`src/rtl/mem_arb_pkg.sv`:
```
// mem_arb_pkg: shared constants and types for the SRAM port arbiter.
//   REQ_SPI/REQ_DATA/REQ_INSTR : fixed requester indices
//   N_REQ_DEF                  : default requester count
//   BE_W                       : byte-enable width of one 32-bit word
//   req_idx_t                  : requester index for the default count
//   idx_w()                    : index width helper (never below 1 bit)
package mem_arb_pkg;

  localparam int REQ_SPI   = 0;
  localparam int REQ_DATA  = 1;
  localparam int REQ_INSTR = 2;
  localparam int N_REQ_DEF = 3;
  localparam int BE_W      = 4;

  typedef logic [$clog2(N_REQ_DEF)-1:0] req_idx_t;

  // $clog2(1) is 0, which would give a zero-width index.
  function automatic int idx_w(input int n);
    return (n > 1) ? $clog2(n) : 1;
  endfunction

endpackage

```
`src/rtl/mem_arb_rr_pick.sv`:
```
// rr_pick: combinational round-robin picker.
//   req  : request vector
//   last : index granted most recently; search starts at last+1 and wraps
//   gnt  : one-hot grant (zero when req is zero)
//   idx  : index of the granted bit
//   any  : at least one request present
module rr_pick
  import mem_arb_pkg::*;
#(
  parameter int N  = N_REQ_DEF,
  parameter int IW = idx_w(N)
) (
  input  logic [N-1:0]  req,
  input  logic [IW-1:0] last,
  output logic [N-1:0]  gnt,
  output logic [IW-1:0] idx,
  output logic          any
);

  always_comb begin
    int j;
    j   = 0;
    gnt = '0;
    idx = '0;
    any = 1'b0;
    // k = N wraps back onto last itself, so a lone repeat requester still wins.
    for (int k = 1; k <= N; k++) begin
      j = (int'(last) + k) % N;
      if (!any && req[j]) begin
        any    = 1'b1;
        gnt[j] = 1'b1;
        idx    = IW'(j);
      end
    end
  end

endmodule

```
`src/rtl/mem_port_arbiter.sv`:
```
// mem_port_arbiter: shares the single-port core SRAM between the SPI
// loader (0), the core data port (1) and the core instruction port (2).
//
// Ports:
//   clk_i, rst_ni        clock, synchronous active-low reset
//   req_i/we_i           per-requester request and write enable
//   be_i/addr_i/wdata_i  per-requester byte enables, byte address, data,
//                        packed as slice i = bits [W*i +: W]
//   gnt_o                one-hot grant, combinational in the request cycle
//   rvalid_o/rdata_o/err_o  response one cycle after the grant
//   mem_*                SRAM macro interface (word addressed)
//
// Grants are combinational; the response for a grant is presented the
// next cycle, so a new grant can be issued every cycle.  Out-of-window
// addresses are still granted but never reach the SRAM; they complete
// with err_o set and rdata_o = 0.
//
// Build option MEM_ARB_SPI_PRIO_EN: SPI (index 0) wins whenever it
// requests; the remaining requesters rotate among themselves only.
module mem_port_arbiter
  import mem_arb_pkg::*;
#(
  parameter int                N_REQ     = N_REQ_DEF,
  parameter int                ADDR_W    = 32,
  parameter int                DATA_W    = 32,
  parameter logic [ADDR_W-1:0] MEM_BASE  = '0,
  parameter int                MEM_WORDS = 1024,
  localparam int               AW        = $clog2(MEM_WORDS)
) (
  input  logic                     clk_i,
  input  logic                     rst_ni,
  input  logic [N_REQ-1:0]         req_i,
  input  logic [N_REQ-1:0]         we_i,
  input  logic [BE_W*N_REQ-1:0]    be_i,
  input  logic [ADDR_W*N_REQ-1:0]  addr_i,
  input  logic [DATA_W*N_REQ-1:0]  wdata_i,
  output logic [N_REQ-1:0]         gnt_o,
  output logic [N_REQ-1:0]         rvalid_o,
  output logic [DATA_W-1:0]        rdata_o,
  output logic                     err_o,
  output logic                     mem_req_o,
  output logic                     mem_we_o,
  output logic [BE_W-1:0]          mem_be_o,
  output logic [AW-1:0]            mem_addr_o,
  output logic [DATA_W-1:0]        mem_wdata_o,
  input  logic [DATA_W-1:0]        mem_rdata_i
);

  localparam int                IW      = idx_w(N_REQ);
  localparam logic [ADDR_W-1:0] WORDS_A = ADDR_W'(MEM_WORDS);

  // Per-requester views of the flattened buses.
  logic [N_REQ-1:0][BE_W-1:0]   be_a;
  logic [N_REQ-1:0][ADDR_W-1:0] addr_a;
  logic [N_REQ-1:0][DATA_W-1:0] wdata_a;

  assign be_a    = be_i;
  assign addr_a  = addr_i;
  assign wdata_a = wdata_i;

  logic [IW-1:0]    last_q;
  logic [IW-1:0]    win;
  logic [N_REQ-1:0] gnt;
  logic             any_gnt;
  logic             last_upd;

  // ---------------------------------------------------------------- arbitration
`ifdef MEM_ARB_SPI_PRIO_EN
  logic [N_REQ-1:0] rr_req, rr_gnt;
  logic [IW-1:0]    rr_idx;
  logic             rr_any;
  logic [1:0]       lvl_gnt;
  logic             lvl_idx;

  // Rotation among the non-SPI requesters only.
  assign rr_req = {req_i[N_REQ-1:1], 1'b0};

  rr_pick #(.N(N_REQ), .IW(IW)) u_rr (
    .req (rr_req),
    .last(last_q),
    .gnt (rr_gnt),
    .idx (rr_idx),
    .any (rr_any)
  );

  // Two-level pick: last fixed at 1 makes the search start at slot 0,
  // turning this instance into a fixed SPI-first priority stage.
  rr_pick #(.N(2), .IW(1)) u_spi (
    .req ({rr_any, req_i[REQ_SPI]}),
    .last(1'b1),
    .gnt (lvl_gnt),
    .idx (lvl_idx),
    .any (any_gnt)
  );

  assign gnt      = lvl_gnt[1] ? rr_gnt : {{(N_REQ-1){1'b0}}, lvl_gnt[0]};
  assign win      = lvl_idx ? rr_idx : IW'(REQ_SPI);
  // SPI grants leave the rotation pointer alone.
  assign last_upd = any_gnt & lvl_idx;
`else
  rr_pick #(.N(N_REQ), .IW(IW)) u_rr (
    .req (req_i),
    .last(last_q),
    .gnt (gnt),
    .idx (win),
    .any (any_gnt)
  );

  assign last_upd = any_gnt;
`endif

  // ---------------------------------------------------------------- decode
  logic [ADDR_W-1:0] addr_w, off, word;
  logic              in_range;

  assign addr_w   = addr_a[win];
  assign off      = addr_w - MEM_BASE;
  assign word     = off >> 2;
  // The lower-bound test catches subtraction underflow.
  assign in_range = (addr_w >= MEM_BASE) && (word < WORDS_A);

  // ---------------------------------------------------------------- SRAM side
  // Everything is gated by mem_req_o so the macro pins sit at 0 when idle
  // or when the winner is outside the window (its write is dropped).
  assign gnt_o       = gnt;
  assign mem_req_o   = any_gnt & in_range;
  assign mem_we_o    = mem_req_o & we_i[win];
  assign mem_be_o    = mem_req_o ? be_a[win]    : '0;
  assign mem_addr_o  = mem_req_o ? word[AW-1:0] : '0;
  assign mem_wdata_o = mem_req_o ? wdata_a[win] : '0;

  // ---------------------------------------------------------------- response
  // owner_q holds the winner as a one-hot copy of the grant so it can drive
  // rvalid_o directly.
  logic [N_REQ-1:0] owner_q;
  logic             vld_q, err_q, rd_q;

  always_ff @(posedge clk_i) begin
    if (!rst_ni) begin
      last_q  <= IW'(N_REQ-1);
      vld_q   <= 1'b0;
      err_q   <= 1'b0;
      rd_q    <= 1'b0;
      owner_q <= '0;
    end else begin
      if (last_upd) last_q <= win;
      vld_q   <= any_gnt;
      err_q   <= any_gnt & ~in_range;
      rd_q    <= mem_req_o & ~mem_we_o;
      owner_q <= gnt;
    end
  end

  // Reset also masks the response combinationally so a response already in
  // flight when reset is asserted never appears.
  logic rsp_on;
  assign rsp_on   = vld_q & rst_ni;
  assign rvalid_o = rsp_on ? owner_q : '0;
  assign err_o    = rsp_on & err_q;
  assign rdata_o  = (rsp_on & rd_q) ? mem_rdata_i : '0;

endmodule

```
`config.mk`:
```
export PLATFORM = sky130hd
export DESIGN_NAME = mem_port_arbiter
export DESIGN_NICKNAME = d
export VERILOG_FILES = /design/src/rtl/mem_arb_pkg.sv /design/src/rtl/mem_arb_rr_pick.sv /design/src/rtl/mem_port_arbiter.sv
export SDC_FILE = /design/constraint.sdc
export NUM_CORES = 1
export LEC_CHECK = 0
export CAP_MARGIN = 40
export CORE_AREA = 2 2 129 131
export CTS_CLUSTER_SIZE = 12
export DETAILED_ROUTE_END_ITERATION = 6
export DIE_AREA = 0 0 131 133
export GPL_ROUTABILITY_DRIVEN = 0
export PLACE_DENSITY = 0.63
export SYNTH_ARGS = -nofsm -noshare
export SYNTH_HDL_FRONTEND = slang
export SYNTH_SLANG_ARGS = --single-unit
```
`constraint.sdc`:
```
create_clock -name clk_i -period 3.4 [get_ports clk_i]
set_input_delay 0.68 -clock clk_i [delete_from_list [all_inputs] [get_ports clk_i]]
set_output_delay 0.68 -clock clk_i [all_outputs]
set_load 0.05 [all_outputs]
```
# Word-level counts from Yosys, hierarchy flattened
# Cells that the tools add are included.
# word_totals
rom_bits,0
output_inout_bits,87
regBits,8
mem_bits_rw,0
wordCells,76
latchBits,0
in_bits,244
mem_count,0
# op_classes
bitwise_logic,11
reduce_logical,8
div_mod_pow,3
eq_ne,0
n_lt_le_gt_ge,9
mux,37
n_addsub,3
multipliers,0
n_shift,0
# ops
op,count
$bmux W32 S2,2
$ge A32 B1 Y1 const B,4
$mux W32,4
$lt A32 B4 Y1 const B,3
$mod A32 B3 Y32 const B,3
$lt A30 B11 Y1 const B,1
$mux W1,13
$mux W3,4
$mux W10,1
$bmux W1 S2,4
$bmux W4 S2,1
$mux W4,2
$and A1 B1 Y1,7
$add A2 B2 Y3 const B,2
$demux W1 S2,3
$logic_and A1 B1 Y1,6
$mux W2,3
$or A3 B3 Y3,2
$add A2 B1 Y3 const B,1
$lt A2 B3 Y1 const B,1
$logic_not A1 Y1,2
$not A1 Y1,2

# Depth between registers and ports, before layout
# depth
ltp_word,20
mapped_depth,12
mapped_depth_nobuf,8

# Modules after synthesis
# From an unflattened synthesis, not the netlist that was laid out.
# hier_totals
cells_unflattened,342
area_unflattened_um2,2308.5
# by_module_without_submodules
mod,area_each_um2,instances,seq_area_each_um2,cells_per_inst
mem_port_arbiter,2026.9,1,160.2,302
rr_pick,281.5,1,0.0,40

# Worst setup path before layout
# No wires, ideal clock.
# synth_path
kind,flip-flop to output port
from,reg last_q[0]
to,out mem_addr_o[4]
arrival_ps,4441
t_required_ps,2720
stages_incl_launch_ff,11
n_path_buf,2
slack_ps,-1721
path_cell_list,dfxtp_1 -> inv_1 -> ha_1 -> buf_2 -> nand3b_1 -> o21a_1 -> a32oi_1 -> o21ai_0 -> o221ai_1 -> clkbuf_1 -> a221oi_1
# synth_via
elab_chain_len,18
elab_cells_between_ends,32
cone_classes,3 x add/sub; 3 x div; 2 x order compare; 18 x mux; 1 x bitwise; 5 x reduce/logical
# synth_lines
element,line_no,rtl
"start, declared",mem_port_arbiter.sv:61,logic [IW-1:0] last_q;
"start signal, assigned",mem_port_arbiter.sv:140,last_q <= IW'(N_REQ-1);
"start signal, assigned",mem_port_arbiter.sv:146,if (last_upd) last_q <= win;
$add A2 B1 Y3,mem_arb_rr_pick.sv:28,j = (int'(last) + k) % N;
$mod A32 B3 Y32,mem_arb_rr_pick.sv:28,
$bmux W1 S2,mem_arb_rr_pick.sv:29,if (!any && req[j]) begin
$mux W1 (implied by the code) (2 in a row),mem_arb_rr_pick.sv:29,
$mux W1,mem_arb_rr_pick.sv:29,
$logic_not A1 Y1,mem_arb_rr_pick.sv:29,
$logic_and A1 B1 Y1,mem_arb_rr_pick.sv:29,
$mux W1,mem_arb_rr_pick.sv:29,
$logic_not A1 Y1,mem_arb_rr_pick.sv:29,
$logic_and A1 B1 Y1,mem_arb_rr_pick.sv:29,
$mux W2,mem_arb_rr_pick.sv:29,
$bmux W32 S2,mem_port_arbiter.sv:116,assign addr_w = addr_a[win];
$mux W32 (implied by the code),mem_port_arbiter.sv:116,
$ge A32 B1 Y1 / $lt A30 B11 Y1 (equally long branches),mem_port_arbiter.sv:120,assign in_range = (addr_w >= MEM_BASE) && (word < WORDS_A);
$logic_and A1 B1 Y1,mem_port_arbiter.sv:120,
$and A1 B1 Y1,mem_port_arbiter.sv:126,assign mem_req_o = any_gnt & in_range;
$mux W10 (*),mem_port_arbiter.sv:129,assign mem_addr_o = mem_req_o ? word[AW-1:0] : '0;
"end, declared",mem_port_arbiter.sv:44,"output logic [AW-1:0] mem_addr_o,"
# Every way passes the cells marked *; elsewhere a longest branch is shown, timed or not. The select of a mux whose other input is x is not followed.

# Final worst setup path
# layout_path
from,in req_i[0]
to,out mem_wdata_o[1]
# layout_via
elab_chain_len,16
elab_cells_between_ends,28
cone_classes,2 x order compare; 20 x mux; 1 x bitwise; 5 x reduce/logical
# layout_lines
element,line_no,rtl
"start, declared",mem_port_arbiter.sv:32,"input logic [N_REQ-1:0] req_i,"
$bmux W1 S2,mem_arb_rr_pick.sv:29,
$mux W1 (implied by the code) (2 in a row),mem_arb_rr_pick.sv:29,
$mux W1,mem_arb_rr_pick.sv:29,
$logic_not A1 Y1,mem_arb_rr_pick.sv:29,
$logic_and A1 B1 Y1,mem_arb_rr_pick.sv:29,
$mux W1,mem_arb_rr_pick.sv:29,
$logic_not A1 Y1,mem_arb_rr_pick.sv:29,
$logic_and A1 B1 Y1,mem_arb_rr_pick.sv:29,
$mux W2,mem_arb_rr_pick.sv:29,
$bmux W32 S2,mem_port_arbiter.sv:116,
$mux W32 (implied by the code),mem_port_arbiter.sv:116,
$ge A32 B1 Y1 / $lt A30 B11 Y1 (equally long branches),mem_port_arbiter.sv:120,
$logic_and A1 B1 Y1,mem_port_arbiter.sv:120,
$and A1 B1 Y1,mem_port_arbiter.sv:126,
$mux W32 (*),mem_port_arbiter.sv:130,assign mem_wdata_o = mem_req_o ? wdata_a[win] : '0;
"end, declared",mem_port_arbiter.sv:45,"output logic [DATA_W-1:0] mem_wdata_o,"
# Marked as above.

==> impl_metrics.csv <==
group,metric,value,unit
clock_tree,max-clock-path-buffers,2,
clock_tree,clk_latency,0.23,ns
drt,wl_per_cell,17.9,um
yosys,synth_top_area_share,20.6,%
timing,setup_slack,-0.314,ns
placed_design,dpl.hpwl,12800,um
pwr,worst_ir_drop_vdd,0.344,mV
timing,rsz0062_at_grt,"true",
pwr,switching_share,48.4,%
timing,relSlewSlack,66.2,%
clock_tree,postCtsHoldBufs,0,
critical_path,critPathLaunchType,"primary input",
clock_tree,clock_sinks,8,
timing,period_minus_slack,3.71,ns
final_layout,fin_area,0.00847,mm2
timing,fin_hold_ws,0.503,ns
floorplanning,dieArea,0.0174,mm2
grt,grt_pass1_vias,4472,
placed_design,io_buffers,324,
yosys,ys_ff_latch,8,
pwr,combPwrFrac,93.8,%
floorplanning,initial_utilization,14.4,%
timing,fin_crit_sh,109,%
critical_path,cpPeakStageDelay,0.35,ns
drt,drcViolationCount,0,
floorplanning,ios,331,
pwr,seq_power_share,2.8,%
pwr,switching_power,2.75,mW
floorplanning,die_w,131,um
clock_tree,cts_tree,"done",
final_layout,final_nets,931,
clock_tree,htreeDepth,1,
critical_path,end_kind,"output port",
yosys,synth-seq-area-share,6.88,%
drt,dr.pass1.iters,4,
drt,final_antenna_net_count,0,
critical_path,worst-path-max-fanout,7,
yosys,synth_edf_count,0,
critical_path,path_delay_family,"buffers and inverters",
clock_tree,path_clk_slew,0.04,ns
clock_tree,cts-buffers-inserted,3,
timing,tightest_slew,0.505,ns
critical_path,worstSetupPathType,"in2out",
floorplanning,fp-row-count,47,
drt,drtIter0Drc,103,
grt,grt_first_pass_wirelength,23900,um
timing,maxSlewViolCount,0,
yosys,yosys-top-cells-area,"mux2i_1 (21%), a221oi_2 (13%), and2_1 (9.9%)",
yosys,synthDistinctLibCells,45,
critical_path,critPathMostFrequentCell,"buf_4",
critical_path,path_cells,"clkdlybuf4s15_2, mux2i_2, o21ai_2, buf_4, o31ai_1, buf_4, buf_4, o221ai_4, buf_12, buf_16, a221oi_4, buf_12",
grt,grt_max_degree,33,
drt,vias,4065,
critical_path,worst_path_max_delay_cell,"a221oi_4",
pwr,p_int,2.94,mW
status,outcome,"finished with violations",
critical_path,arrival,3.03,ns
yosys,synthCells,305,
floorplanning,fp.dieH,133,um
pwr,clkPwrFrac,3.5,%
yosys,synth_nets,553,
pwr,cellPowerDensity,672,mW/mm2
grt,antenna_found_initial,0,
timing,setup_viol,48,
critical_path,worstPathRequired,2.72,ns
grt,track_usage,17.6,%
yosys,avgSynthCellArea,7.63,um2
yosys,async_flop_share,0,%
yosys,synth_area,0.00233,mm2
floorplanning,core-area,0.0162,mm2
pwr,p_leak,3.99,nW
timing,final_hold_viol_count,0,
yosys,ys_warn_count,0,
drt,via_per_inst,4.51,
status,violations,"negative setup slack",
final_layout,drive_above_1_share,36.3,%
clock_tree,cts_root_buf,"clkbuf_16",
yosys,synth-main-ff-cell,"dfxtp_1",
final_layout,nFillCells,1366,
placed_design,placed_area,0.00789,mm2
drt,drt_wl_total,16100,um
final_layout,syn2layout_area_growth,264,%
yosys,yosys.area.top_type,"mux2i_1",
grt,overflow,0,
min_path,hold_class,"reg2reg",
final_layout,stdcell_count,901,
final_layout,antenna_cells,0,
flow_run,drv_cap,0,
timing,clock-skew-final,0.000540,ns
placed_design,pre_cts_slack,-0.582,ns
critical_path,critPathBufInv,7,
placed_design,placedCellCount,875,
timing,fmax,269,MHz
[cell type report]
class,count,area (um2),area share (%)
well taps,220,275,3.25
repair buffers,404,5100,60.2
clock buffers,3,75.1,0.886
multi-input cells,261,2840,33.5
flip-flops and latches,8,165,1.95
inverters,5,18.8,0.221
[what timing repair did]
item / CTS / global route
setup buffers: 14 / 2
gates resized for setup: 42 / 9
gates cloned: 8 / 1
setup endpoints to repair: 48 / 48
pin swaps: 34 / 30
[power groups by stage]
stage | Combinational, mW | Sequential [mW] | Clock (mW)
2_1_floorplan | 2.80 | 0.149 | 0
3_3_place_gp | 4.93 | 0.150 | 0
3_5_place_dp | 4.99 | 0.152 | 0
4_1_cts | 5.28 | 0.157 | 0.202
5_1_grt | 5.64 | 0.162 | 0.203
6_report | 5.34 | 0.157 | 0.198
[cell usage in the layout (no fill, tap or decap), types with 2 or more instances in the layout]
cell / Yosys / final
dlygate4sd2_1: 0 / 2
buf_4: 2 / 49
nand2_1: 8 / 7
nand2b_1: 2 / 2
inv_2: 0 / 2
dfxtp_1: 8 / 6
nor2_1: 51 / 50
a221oi_4: 0 / 46
o211ai_1: 2 / 2
mux2i_1: 48 / 42
buf_12: 0 / 100
buf_6: 4 / 4
clkdlybuf4s15_2: 0 / 2
mux2i_2: 1 / 6
o21ai_0: 4 / 3
clkdlybuf4s50_1: 0 / 236
nor4_2: 0 / 2
ha_4: 0 / 2
buf_16: 0 / 8
nand3b_1: 2 / 2
nand3_1: 2 / 2
and2_1: 37 / 37
o21ai_4: 0 / 3
a21oi_1: 6 / 4
nor4_1: 13 / 11
ha_1: 4 / 2
inv_1: 5 / 3
clkbuf_16: 0 / 4
and3_1: 6 / 6
nor2b_1: 4 / 3
[worst reg2reg max path: cells and delay by family (launching register included)]
family / cells / cell delay (ns)
AOI/OAI and AO/OA: 5 / 0.97
adders and majority gates: 1 / 0.26
buffers and inverters: 6 / 0.81
DFF: 1 / 0.37
and+or+nand+nor: 1 / 0.16
[synth_stat cells (5+ instances only)]
library cell  instances
buf_2                 6
a221oi_1             26
clkbuf_1             19
nor4_1               13
nand2_1               8
mux2i_1              48
a221oi_2             20
a21oi_1               6
dfxtp_1               8
inv_1                 5
and2_1               37
and3_1                6
nor2_1               51
[final timing paths]
kind / startpoint / endpoint / slack [ns] / depth (start not counted)
min: last_q[1] / last_q[1] / 0.50 / 2
min reg2reg: last_q[1] / last_q[1] / 0.50 / 2
max: req_i[0] / mem_wdata_o[1] / -0.31 / 12
max reg2reg: last_q[0] / rd_q / 0.76 / 13
[sequential cells by signal, indices dropped and copies added, names as in the netlist]
signal and cells:
last_q 2, rd_q 1, owner_q 3, vld_q 1, err_q 1
[metrics by stage]
step                TNS, ns  utilization, %  total power, mW
global route         -19.63            52.4             6.00
detailed placement   -25.63            48.8             5.14
global placement     -21.53            48.8             5.08
floorplan             -4.69               -             2.95
CTS                   -9.69            52.0             5.64
finish               -13.26            52.4             5.69
[per-layer routing]
layer / wire (um) / share of wire (%) / global-route usage (%)
met2: 9210 / 57 / 36.5
met5: 0 / 0 / 0
met3: 1500 / 9.3 / 4.65
met4: 148 / 0.92 / 3.01
met1: 5260 / 33 / 17.0
[kinds of logic after synthesis]
logic type / synth area share (%)
compound gates: 32.4
fa+ha+maj: 2.15
simple gates: 29.1
buf+inv: 7.74
mux: 21.7
flops: 6.88
No activity file was read; power rests on OpenSTA's default activity.
